<file path="src/rtl/ifetch.sv">
// Instruction fetch with a direct-mapped one-word-per-line I-cache and static branch prediction.
// Latency: a cache hit issues on the next edge; a miss issues two edges after the memory strobe.
// Backpressure: stall holds pc and suppresses issue, misses are still requested; rdy=0 freezes everything.
module ifetch #(
    parameter int ICACHE_SIZE = 16
) (
    input  logic        clk,
    input  logic        rst,
    input  logic        rdy,
    input  logic        rollback,
    input  logic [31:0] rollback_pc,
    input  logic        stall,
    output logic        inst_done,
    output logic [31:0] inst,
    output logic [31:0] inst_pc,
    output logic        inst_pre_j,
    output logic        mc_en,
    output logic [31:0] mc_pc,
    input  logic        mc_done,
    input  logic [31:0] mc_data
);

    localparam int IDX_W = $clog2(ICACHE_SIZE);
    localparam int TAG_W = 32 - IDX_W - 2;

    localparam logic [6:0] OP_JAL    = 7'b1101111;
    localparam logic [6:0] OP_BRANCH = 7'b1100011;

    typedef enum logic {
        S_IDLE,
        S_WAIT_MEM
    } state_t;

    // Architectural state
    state_t                   state_q, state_d;
    logic [31:0]              pc_q, pc_d;
    logic                     inst_done_q, inst_done_d;
    logic [31:0]              inst_q, inst_d;
    logic [31:0]              inst_pc_q, inst_pc_d;
    logic                     inst_pre_j_q, inst_pre_j_d;
    logic                     mc_en_q, mc_en_d;
    logic [31:0]              mc_pc_q, mc_pc_d;
    logic [ICACHE_SIZE-1:0]   valid_q, valid_d;

    // Cache storage: only the valid bits need reset, tag/data are gated by valid
    logic [TAG_W-1:0]         tag_q  [ICACHE_SIZE];
    logic [31:0]              data_q [ICACHE_SIZE];

    // Lookup on the current pc
    logic [IDX_W-1:0]         rd_idx;
    logic [TAG_W-1:0]         rd_tag;
    logic                     hit;
    logic [31:0]              line;

    // Fill port, always addressed by the outstanding request
    logic                     wr_en;
    logic [IDX_W-1:0]         wr_idx;
    logic [TAG_W-1:0]         wr_tag;

    // Prediction
    logic [6:0]               opcode;
    logic [31:0]              j_imm;
    logic [31:0]              b_imm;
    logic                     pred_taken;
    logic [31:0]              pred_pc;

    assign rd_idx = pc_q[IDX_W+1:2];
    assign rd_tag = pc_q[31:IDX_W+2];
    assign hit    = valid_q[rd_idx] && (tag_q[rd_idx] == rd_tag);
    assign line   = data_q[rd_idx];

    assign wr_idx = mc_pc_q[IDX_W+1:2];
    assign wr_tag = mc_pc_q[31:IDX_W+2];

    // Static prediction: JAL always taken, conditional branches taken only when backward
    always_comb begin
        opcode     = line[6:0];
        j_imm      = {{12{line[31]}}, line[19:12], line[20], line[30:21], 1'b0};
        b_imm      = {{20{line[31]}}, line[7], line[30:25], line[11:8], 1'b0};
        pred_taken = 1'b0;
        pred_pc    = pc_q + 32'd4;
        if (opcode == OP_JAL) begin
            pred_taken = 1'b1;
            pred_pc    = pc_q + j_imm;
        end else if (opcode == OP_BRANCH && line[31]) begin
            pred_taken = 1'b1;
            pred_pc    = pc_q + b_imm;
        end
    end

    // Next-state: fill completes first, rollback overrides control, then issue/miss in IDLE
    always_comb begin
        state_d      = state_q;
        pc_d         = pc_q;
        inst_done_d  = inst_done_q;
        inst_d       = inst_q;
        inst_pc_d    = inst_pc_q;
        inst_pre_j_d = inst_pre_j_q;
        mc_en_d      = mc_en_q;
        mc_pc_d      = mc_pc_q;
        valid_d      = valid_q;
        wr_en        = 1'b0;
        if (rdy) begin
            inst_done_d = 1'b0;
            // A fill is written even when a rollback arrives in the same cycle
            if (state_q == S_WAIT_MEM && mc_done) begin
                wr_en           = 1'b1;
                valid_d[wr_idx] = 1'b1;
                mc_en_d         = 1'b0;
                state_d         = S_IDLE;
            end
            if (rollback) begin
                pc_d    = rollback_pc;
                mc_en_d = 1'b0;
                state_d = S_IDLE;
            end else if (state_q == S_IDLE) begin
                if (hit) begin
                    if (!stall) begin
                        inst_done_d  = 1'b1;
                        inst_d       = line;
                        inst_pc_d    = pc_q;
                        inst_pre_j_d = pred_taken;
                        pc_d         = pred_pc;
                    end
                end else begin
                    mc_en_d = 1'b1;
                    mc_pc_d = pc_q;
                    state_d = S_WAIT_MEM;
                end
            end
        end
    end

    // FSM, pc, registered outputs and valid bits
    always_ff @(posedge clk or negedge rst) begin
        if (!rst) begin
            state_q      <= S_IDLE;
            pc_q         <= 32'd0;
            inst_done_q  <= 1'b0;
            inst_q       <= 32'd0;
            inst_pc_q    <= 32'd0;
            inst_pre_j_q <= 1'b0;
            mc_en_q      <= 1'b0;
            mc_pc_q      <= 32'd0;
            valid_q      <= '0;
        end else begin
            state_q      <= state_d;
            pc_q         <= pc_d;
            inst_done_q  <= inst_done_d;
            inst_q       <= inst_d;
            inst_pc_q    <= inst_pc_d;
            inst_pre_j_q <= inst_pre_j_d;
            mc_en_q      <= mc_en_d;
            mc_pc_q      <= mc_pc_d;
            valid_q      <= valid_d;
        end
    end

    // Tag/data fill from the memory response
    always_ff @(posedge clk) begin
        if (wr_en) begin
            tag_q[wr_idx]  <= wr_tag;
            data_q[wr_idx] <= mc_data;
        end
    end

    assign inst_done  = inst_done_q;
    assign inst       = inst_q;
    assign inst_pc    = inst_pc_q;
    assign inst_pre_j = inst_pre_j_q;
    assign mc_en      = mc_en_q;
    assign mc_pc      = mc_pc_q;

endmodule

</file>
<file path="config.mk">
export PLATFORM = sky130hd
export DESIGN_NAME = ifetch
export DESIGN_NICKNAME = d
export VERILOG_FILES = /design/src/rtl/ifetch.sv
export SDC_FILE = /design/constraint.sdc
export NUM_CORES = 1
export LEC_CHECK = 0
export CAP_MARGIN = 20
export CORE_AREA = 4 4 323 325
export DETAILED_ROUTE_END_ITERATION = 8
export DIE_AREA = 0 0 327 329
export GPL_TIMING_DRIVEN = 0
export SLEW_MARGIN = 15
export SYNTH_ARGS = -nofsm -noshare
export SYNTH_HDL_FRONTEND = slang
export SYNTH_SLANG_ARGS = --single-unit
</file>
<file path="constraint.sdc">
create_clock -name clk -period 16.2 [get_ports clk]
set_input_delay 3.24 -clock clk [delete_from_list [all_inputs] [get_ports clk]]
set_output_delay 3.24 -clock clk [all_outputs]
set_load 0.03 [all_outputs]
</file>
==> impl_metrics.json, run 1 <==
{
  "status": "finished clean",
  "dr.pass1.iters": 6,
  "yosys_warnings": 0,
  "cts_resized": 0,
  "final.period_utilization": 0.5637,
  "fin_nets": 2977,
  "slew_headroom": 0.2338,
  "synth-seq-area-share": 0.6975,
  "place_congestion": 0.8954,
  "hold_buffers": 0,
  "layout_commonest_cell": "edfxtp_1",
  "grt_pass1_wl_um": 193000,
  "fin_tns_setup_ns": 0,
  "hold_path.class": "flop to flop",
  "critical_path_required_ns": 16.74,
  "finalMaxSlewViolations": 0,
  "die_h_um": 329,
  "period_needed_ns": 9.133,
  "final_layout_size_suffix_gt1_frac": 0.2371,
  "synthesis.nets": 2604,
  "worst_slack_ns": 7.067,
  "mostFrequentLayoutCells": "928 x edfxtp_1, 234 x mux4_2, 166 x clkdlybuf4s50_1",
  "busiest_layer": "met2",
  "syn_area_um2": 45260,
  "end_kind": "flop",
  "grt-ovfl-total": 0,
  "cts.path.max_buffers": 3,
  "peakVddDrop_v": 0.00008450,
  "grt_pass1_vias": 26462,
  "synth-main-ff-cell": "edfxtp_1",
  "async_reset_ff_frac": 0.1375,
  "clk_pin_slew_worst_paths_ns": 0.06,
  "ant_nets": 0,
  "initial_core_util": 0.4461,
  "grtUsageMet3": 0.07071,
  "p_leak_uw": 0.01861,
  "post-cts-setup-buffers": 0,
  "ys_seq_elements": 1076,
  "worstSkewPairLatency_ns": 0.69,
  "synth_edf_count": 928,
  "clock_sinks": 1076,
  "cap_violations": 0,
  "dpl.hpwl_um": 97380,
  "synth.distinct_cells": 77,
  "wl_um": 136700,
  "fin_hold_ws_ns": 0.4642,
  "fmax_mhz": 109.5,
  "hold_viol_final": 0,
  "tightest_slew_ns": 1.149,
  "io_buffers": 167,
  "h-tree-depth": 3,
  "area_growth_pct": 18.99,
  "rsz0062_at_grt": "no",
  "use_met1": 0.3679,
  "ios": 169,
  "routed_via_density": 6.056,
  "met2_usage": 0.3785,
  "die_area_um2": 107600,
  "drt-initial-drc-count": 3296,
  "core_um2": 101400,
  "cp_max_fo": 10,
  "cpMaxStageDelayCell": "clkbuf_1",
  "antenna_found_initial": 8,
  "fill_cells": 8004,
  "p_per_area_nw_per_um2": 161.8,
  "vias": 26204,
  "drc": 0,
  "utilization": 0.5309,
  "grt_max_degree": 81,
  "cts_made_buffers": 109,
  "cts_root_buffer": "clkbuf_16",
  "cp_cell_sequence": "buf_6 -> buf_6 -> buf_6 -> buf_2 -> buf_2 -> clkbuf_1 -> clkbuf_1 -> clkbuf_1 -> mux4_2 -> mux4_2 -> ha_1 -> a2111oi_0 -> o21ai_0 -> a211oi_1 -> o21ai_0 -> a31oi_1 -> o31ai_1 -> xor2_1 -> a221o_1 -> a211oi_1 -> a21oi_1",
  "slowest_delay_ns": 0.82,
  "setup-violations-final": 0,
  "rows": 117,
  "start_kind": "flop",
  "grt_usage": 0.2533,
  "die_w_um": 327,
  "crit_arrival_ns": 9.68,
  "pre_cts_ws_ns": 7.132,
  "cts_tree": "built",
  "syn_area_per_cell_um2": 18.19,
  "syn-instance-count": 2488,
  "skew_ns": 0.02464,
  "post_drt_wl_per_cell_um": 31.60,
  "crit_type": "flop to flop"
}
-- synthesized netlist by cell type (all sizes together), types with 6 or more instances --
master / n / share of area
nor2: 70 / 0.0059
nand2b: 10 / 0.0014
clkbuf: 66 / 0.0055
o22ai: 12 / 0.0017
nor2b: 12 / 0.0017
xor2: 39 / 0.0075
a21o: 22 / 0.0036
o211ai: 9 / 0.0015
o31a: 6 / 0.0012
edfxtp: 928 / 0.62
nand4: 10 / 0.0014
o21ai: 63 / 0.0070
nand2: 98 / 0.0083
a221o: 13 / 0.0029
nand3: 29 / 0.0032
buf: 78 / 0.0097
o31ai: 10 / 0.0017
ha: 44 / 0.012
a21oi: 79 / 0.0087
nor3: 16 / 0.0018
a22o: 14 / 0.0027
or2: 18 / 0.0025
nor4: 7 / 0.0014
mux4: 234 / 0.12
mux2: 106 / 0.028
a22oi: 17 / 0.0028
a211oi: 18 / 0.0030
dfrtp: 148 / 0.082
xnor2: 53 / 0.010
and2: 7 / 0.00097
inv: 34 / 0.0028
o221ai: 8 / 0.0015
a221oi: 18 / 0.0038
mux2i: 108 / 0.024
a31oi: 10 / 0.0017
and3: 9 / 0.0012
-- per-stage QoR --
stage / instance area [µm²] / total power (µW) / instances
detailed placement: 50280 / 6257 / 4115
finish: 53860 / 8715 / 4327
CTS: 53810 / 8737 / 4321
floorplan: 45260 / 5204 / 2488
global placement: 48640 / 6190 / 4023
global route: 53850 / 9073 / 4325
-- registers in the layout (all words and copies together) (netlist names) --
register	count
pc_q	32
mc_en	1
inst_pc	32
data_q	512
inst	32
inst_pre_j	1
tag_q	416
state_q	1
mc_pc	32
valid_q	16
inst_done	1
-- final timing paths --
kind / end / from / cells past startpoint / slack, ns
worst max register to register: pc_q[24]$_DFFE_PN0P_ / pc_q[3]$_DFFE_PN0P_ / 21 / 7.07
worst min-delay path: valid_q[4]$_DFFE_PN0P_ / valid_q[4]$_DFFE_PN0P_ / 1 / 0.46
min in group asynchronous: mc_pc[10]$_DFFE_PN0P_ / rst / 1 / 2.52
worst max-delay path: pc_q[24]$_DFFE_PN0P_ / pc_q[3]$_DFFE_PN0P_ / 21 / 7.07
max in group asynchronous: inst[8]$_DFFE_PN0P_ / rst / 2 / 12.77
worst min register to register: valid_q[4]$_DFFE_PN0P_ / valid_q[4]$_DFFE_PN0P_ / 1 / 0.46
-- routing by layer --
layer  routed length (µm)  vias up
li1                     -    10818
met3                14810      210
met5                   27        -
met1                57370    13797
met4                 3707        4
met2                60830     1375
-- power by group --
part	leakage (µW)	switching, µW	internal [µW]
combinational	0.00658	1680	1070
sequential	0.0103	217	3250
clock	0.00173	1050	1430
-- worst max-delay path: cells and delay by family (launching register included) --
family                     cells  cell delay, ns
muxes                          2            1.01
xor gates and xnor gates       1            0.20
adders and majority gates      1            0.27
AOI/OAI and AO/OA              9            3.32
DFF                            1            0.67
buffers and inverters          8            3.47
-- kinds of logic (layout without fill, tap and decap cells) --
group                    count (synthesis)  count (layout)  share of synthesized area
flip-flops                            1076            1076                     0.6975
multiplexers                           448             448                     0.1681
AO/OA/AOI/OAI                          345             345                    0.05305
AND/OR/NAND/NOR                        302             302                    0.03240
buffers and inverters                  179             647                    0.01808
XOR/XNOR                                92              92                    0.01780
adder cells (fa/ha/maj)                 46              46                    0.01305
other                                    0               3                          0
-- cell type report --
class,instances,area [µm²],area share
sequential,1076,31570,0.5862
multi-input combinational,1233,12990,0.2412
timing repair buffer,262,3217,0.05973
clock buffer,148,3020,0.05608
tap,1368,1712,0.03178
buffer,144,690.7,0.01282
clock inverter,58,515.5,0.009572
inverter,35,131.4,0.002439
antenna,3,7.507,0.0001394
No activity file was read; power rests on OpenSTA's default activity.
==> inputs of run 2 (changes only) <==
==> constraint.sdc (replaced) <==
create_clock -name clk -period 9.34 [get_ports clk]
set_input_delay 1.868 -clock clk [delete_from_list [all_inputs] [get_ports clk]]
set_output_delay 1.868 -clock clk [all_outputs]
set_load 0.03 [all_outputs]
==> impl_metrics.json, run 2 (synthesis results as in run 1) <==
{
  "status": "finished clean",
  "clock_sinks": 1076,
  "hold_viol_final": 0,
  "cts_root_buffer": "clkbuf_16",
  "cp_max_fo": 10,
  "slew_headroom": 0.2373,
  "end_kind": "flop",
  "mostFrequentLayoutCells": "928 x edfxtp_1, 234 x mux4_2, 166 x clkdlybuf4s50_1",
  "ant_nets": 0,
  "hold_path.class": "flop to flop",
  "pre_cts_ws_ns": 0.2720,
  "fin_hold_ws_ns": 0.4643,
  "use_met1": 0.3679,
  "busiest_layer": "met2",
  "core_um2": 101400,
  "cts_tree": "built",
  "fin_nets": 2977,
  "crit_type": "flop to flop",
  "met2_usage": 0.3785,
  "hold_buffers": 0,
  "clk_pin_slew_worst_paths_ns": 0.06,
  "grt_usage": 0.2533,
  "setup-violations-final": 0,
  "grt_pass1_vias": 26462,
  "routed_via_density": 6.045,
  "cp_top_family": "buffers and inverters",
  "drc": 0,
  "fin_tns_setup_ns": 0,
  "critPathBufInv": 6,
  "tightest_slew_ns": 1.144,
  "worstSkewPairLatency_ns": 0.69,
  "peakVddDrop_v": 0.0001451,
  "ios": 169,
  "post-cts-setup-buffers": 0,
  "fill_cells": 8004,
  "rsz0062_at_grt": "no",
  "grt_max_degree": 81,
  "slowest_delay_ns": 0.77,
  "skew_ns": 0.02598,
  "dr.pass1.iters": 5,
  "cts_resized": 0,
  "crit_top_cell": "buf_2",
  "area_growth_pct": 19.00,
  "grtUsageMet3": 0.07071,
  "wl_um": 136800,
  "grt-ovfl-total": 0,
  "place_congestion": 0.8954,
  "antenna_found_initial": 8,
  "final.period_utilization": 0.9415,
  "largest_reg_flops": 512,
  "post_drt_wl_per_cell_um": 31.60,
  "p_leak_uw": 0.01861,
  "dpl.hpwl_um": 97380,
  "cts.path.max_buffers": 3,
  "grt_pass1_wl_um": 193000,
  "final_layout_size_suffix_gt1_frac": 0.2375,
  "rows": 117,
  "largestRegisters": "data_q x512, tag_q x416",
  "start_kind": "flop",
  "io_buffers": 167,
  "cpMaxStageDelayCell": "buf_1",
  "crit_arrival_ns": 9.34,
  "cts_made_buffers": 109,
  "layout_commonest_cell": "edfxtp_1",
  "cp_cell_sequence": "buf_2 -> buf_2 -> clkbuf_1 -> buf_2 -> buf_1 -> clkbuf_1 -> mux4_2 -> ha_1 -> a2111oi_0 -> o21ai_0 -> a211oi_1 -> o21ai_0 -> a31oi_1 -> o31ai_1 -> xor2_1 -> a221o_1 -> a211oi_1 -> a21oi_1",
  "vias": 26163,
  "critical_path_required_ns": 9.88,
  "die_h_um": 329,
  "p_per_area_nw_per_um2": 280.7,
  "finalMaxSlewViolations": 0,
  "fmax_mhz": 113.7,
  "die_w_um": 327,
  "cap_violations": 0,
  "drt-initial-drc-count": 3296,
  "period_needed_ns": 8.794,
  "die_area_um2": 107600,
  "initial_core_util": 0.4461,
  "regMostFlops": "data_q",
  "worst_slack_ns": 0.5460,
  "h-tree-depth": 3
}
## run 2: changes by cell type in the layout (fill, tap and decap cells not counted)
cell      previous run  this run
clkbuf_1            95        94
clkbuf_2             1         2
diode_2              3         4
## run 2: report_power, final
part           internal [µW]  switching (µW)  leakage [µW]
Combinational           1860            2920       0.00658
Clock                   2490            1830       0.00173
Sequential              5650             376        0.0103
## run 2: metal layers
metal,vias to the layer above,part of all wire
met4,4,0.027
met5,-,0.00020
met1,13832,0.42
met2,1306,0.45
met3,207,0.10
li1,10814,-
## run 2: cell type report
type	count	area, µm²	area share
antenna	4	10.01	0.0001858
buffer	144	691.9	0.01285
clock buffer	148	3020	0.05608
clock inverter	58	515.5	0.009571
inverter	35	131.4	0.002439
multi-input combinational	1233	12990	0.2412
sequential	1076	31570	0.5862
tap	1368	1712	0.03178
timing repair buffer	262	3217	0.05973
## run 2: final timing paths
| kind | startpoint | end | slack, ns | cells past startpoint |
|---|---|---|---|---|
| worst max-delay path | pc_q[4]$_DFFE_PN0P_ | pc_q[24]$_DFFE_PN0P_ | 0.55 | 18 |
| worst min register to register | valid_q[4]$_DFFE_PN0P_ | valid_q[4]$_DFFE_PN0P_ | 0.46 | 1 |
| worst max register to register | pc_q[4]$_DFFE_PN0P_ | pc_q[24]$_DFFE_PN0P_ | 0.55 | 18 |
| max in group asynchronous | rst | inst[8]$_DFFE_PN0P_ | 7.28 | 2 |
| min in group asynchronous | rst | mc_pc[10]$_DFFE_PN0P_ | 1.15 | 1 |
| worst min-delay path | valid_q[4]$_DFFE_PN0P_ | valid_q[4]$_DFFE_PN0P_ | 0.46 | 1 |
## run 2: metrics by stage
step,power [µW],utilization,area [µm²],instances
finish,15120,0.5309,53860,4328
global route,15740,0.5308,53850,4325
CTS,15150,0.5305,53810,4321
detailed placement,10850,0.4956,50280,4115
global placement,10740,0.4795,48640,4023
floorplan,9026,-,45260,2488
==> inputs of run 3 (changes only) <==
--- a/config.mk
+++ b/config.mk
@@ -7,10 +7,11 @@
 export LEC_CHECK = 0
 export CAP_MARGIN = 20
 export CORE_AREA = 4 4 323 325
+export CTS_CLUSTER_SIZE = 8
 export DETAILED_ROUTE_END_ITERATION = 8
 export DIE_AREA = 0 0 327 329
 export GPL_TIMING_DRIVEN = 0
-export SLEW_MARGIN = 15
+export SLEW_MARGIN = 10
 export SYNTH_ARGS = -nofsm -noshare
 export SYNTH_HDL_FRONTEND = slang
 export SYNTH_SLANG_ARGS = --single-unit
==> impl_metrics.json, run 3 (synthesis results as in run 1) <==
{
  "vias": 26564,
  "r2r_start": "pc_q[3]$_DFFE_PN0P_",
  "drc": 0,
  "cp_top_family": "compound AO/OA/AOI/OAI gates",
  "pre_cts_ws_ns": 0.3141,
  "slew_headroom": 0.2598,
  "whs_path_depth": 1,
  "crit_arrival_ns": 9.37,
  "dpl.hpwl_um": 97990,
  "die_area_um2": 107600,
  "final_layout_size_suffix_gt1_frac": 0.2347,
  "hold_buffers": 0,
  "dr.pass1.iters": 5,
  "p_per_area_nw_per_um2": 290.3,
  "post-cts-setup-buffers": 0,
  "routed_via_density": 6.055,
  "pwr-share-seq": 0.381,
  "die_w_um": 327,
  "p_leak_uw": 0.01895,
  "critPathBufInv": 8,
  "clock_sinks": 1076,
  "cts_made_buffers": 152,
  "tightest_slew_ns": 1.110,
  "grt_pass1_wl_um": 196700,
  "antenna_found_initial": 5,
  "p_comb_frac": 0.302,
  "p_int_uw": 10590,
  "initial_core_util": 0.4461,
  "period_needed_ns": 8.788,
  "hold_path.class": "flop to flop",
  "cts_tree": "built",
  "slowest_delay_ns": 0.74,
  "rsz0062_at_grt": "no",
  "ant_nets": 0,
  "status": "finished clean",
  "largest_reg_flops": 512,
  "die_h_um": 329,
  "clkPwrFrac": 0.317,
  "hold_viol_final": 0,
  "min_from": "valid_q[15]$_DFFE_PN0P_",
  "grt_usage": 0.2577,
  "grt-ovfl-total": 0,
  "post_drt_wl_per_cell_um": 31.61,
  "fmax_mhz": 113.8,
  "cpMaxStageDelayCell": "a211oi_1",
  "clk_pin_slew_worst_paths_ns": 0.06,
  "grt_pass1_vias": 27083,
  "start_kind": "flop",
  "end_kind": "flop",
  "drt-initial-drc-count": 3307,
  "r2r_cells": 21,
  "largestRegisters": "data_q x512, tag_q x416",
  "final.period_utilization": 0.9409,
  "grt_max_degree": 81,
  "r2r_setup_slack_ns": 0.55,
  "worstSkewPairLatency_ns": 0.75,
  "ios": 169,
  "finalMaxSlewViolations": 0,
  "mostFrequentLayoutCells": "928 x edfxtp_1, 234 x mux4_2, 166 x clkbuf_1, 166 x clkdlybuf4s50_1, 154 x clkbuf_16",
  "fin_nets": 3022,
  "wl_um": 138700,
  "crit_type": "flop to flop",
  "critical_path_required_ns": 9.93,
  "worst_slack_ns": 0.5523,
  "p_switching_uw": 5288,
  "cp_max_fo": 10,
  "crit_top_cell": "buf_6",
  "rows": 117,
  "cp_cell_sequence": "buf_6 -> buf_6 -> buf_6 -> buf_2 -> buf_2 -> clkbuf_1 -> clkbuf_1 -> clkbuf_2 -> mux4_2 -> mux4_2 -> ha_1 -> a2111oi_0 -> o21ai_0 -> a211oi_1 -> o21ai_0 -> a31oi_1 -> o31ai_1 -> xor2_1 -> a221o_1 -> a211oi_1 -> a21oi_1",
  "cap_violations": 0,
  "skew_ns": 0.03581,
  "cts.path.max_buffers": 3,
  "switching_share": 0.3331,
  "area_growth_pct": 20.80,
  "io_buffers": 167,
  "regMostFlops": "data_q",
  "place_congestion": 0.8954,
  "min_to": "valid_q[15]$_DFFE_PN0P_",
  "power_uw": 15870,
  "setup-violations-final": 0,
  "layout_commonest_cell": "edfxtp_1",
  "cts_root_buffer": "clkbuf_16",
  "peakVddDrop_v": 0.0001561,
  "h-tree-depth": 4,
  "core_um2": 101400,
  "cts_resized": 0,
  "fin_tns_setup_ns": 0,
  "fill_cells": 8007,
  "r2r-end": "pc_q[24]$_DFFE_PN0P_"
}
## run 3: cell count changes in the layout (fill, tap and decap cells not counted), moves of 8 or more
cell	previous run	this run
clkbuf_1	94	166
bufinv_16	8	0
clkinv_2	23	1
clkinv_1	19	1
clkbuf_16	114	154
## run 3: metrics by stage
stage | std cells | instance area (µm²) | hold slack [ns] | util
finish | 4387 | 54670 | 0.4606 | 0.5389
global route | 4385 | 54670 | 0.4760 | 0.5389
CTS | 4380 | 54610 | 0.4614 | 0.5383
detailed placement | 4115 | 50260 | 0.4496 | 0.4954
global placement | 4023 | 48640 | 0.4454 | 0.4795
floorplan | 2488 | 45260 | 0.4337 | -
## run 3: worst max path at each step
| stage | start | to | slack, ns | depth (start not counted) |
|---|---|---|---|---|
| final | pc_q[3]$_DFFE_PN0P_ | pc_q[24]$_DFFE_PN0P_ | 0.55 | 21 |
| after global routing | pc_q[3]$_DFFE_PN0P_ | pc_q[24]$_DFFE_PN0P_ | 0.12 | 21 |
| after CTS | pc_q[3]$_DFFE_PN0P_ | pc_q[24]$_DFFE_PN0P_ | 0.25 | 21 |
| after detailed placement | pc_q[3]$_DFFE_PN0P_ | pc_q[24]$_DFFE_PN0P_ | 0.31 | 21 |
| after global placement | mc_done | valid_q[0]$_DFFE_PN0P_ | -5.02 | 5 |
| after floorplan | rdy | valid_q[0]$_DFFE_PN0P_ | 2.15 | 5 |
## run 3: worst register-to-register path, delay by kind of cell, from the launching register on
| kind | cells | cell delay, ns |
|---|---|---|
| multiplexers | 2 | 0.98 |
| flip-flops | 1 | 0.65 |
| AO/OA/AOI/OAI | 9 | 3.27 |
| XOR/XNOR | 1 | 0.20 |
| buffers and inverters | 8 | 3.28 |
| adder cells (fa/ha/maj) | 1 | 0.27 |
## run 3: final cells by class
type	count	area, µm²	area share
multi-input combinational	1233	12990	0.2376
timing repair buffer	264	3228	0.05904
clock inverter	10	113.9	0.002083
sequential	1076	31570	0.5774
inverter	35	131.4	0.002403
tap	1368	1712	0.03131
antenna	2	5.005	0.00009154
buffer	144	689.4	0.01261
clock buffer	255	4233	0.07742
## run 3: layer usage
| metal | global-route usage | wire length [µm] | vias up |
|---|---|---|---|
| li1 | - | - | 10938 |
| met1 | 0.3818 | 59440 | 14062 |
| met2 | 0.3878 | 62690 | 1355 |
| met3 | 0.05699 | 13150 | 209 |
| met4 | 0.07386 | 3391 | 0 |
| met5 | 0 | 0 | - |
## run 3: power groups by stage
stage                     Clock [µW]  Sequential (µW)  Combinational, µW
after floorplan                    0             6060               2970
after global placement             0             6110               4630
after detailed placement           0             6120               4750
after CTS                       5110             6030               4770
after global routing            5330             6070               5110
final                           5040             6040               4800
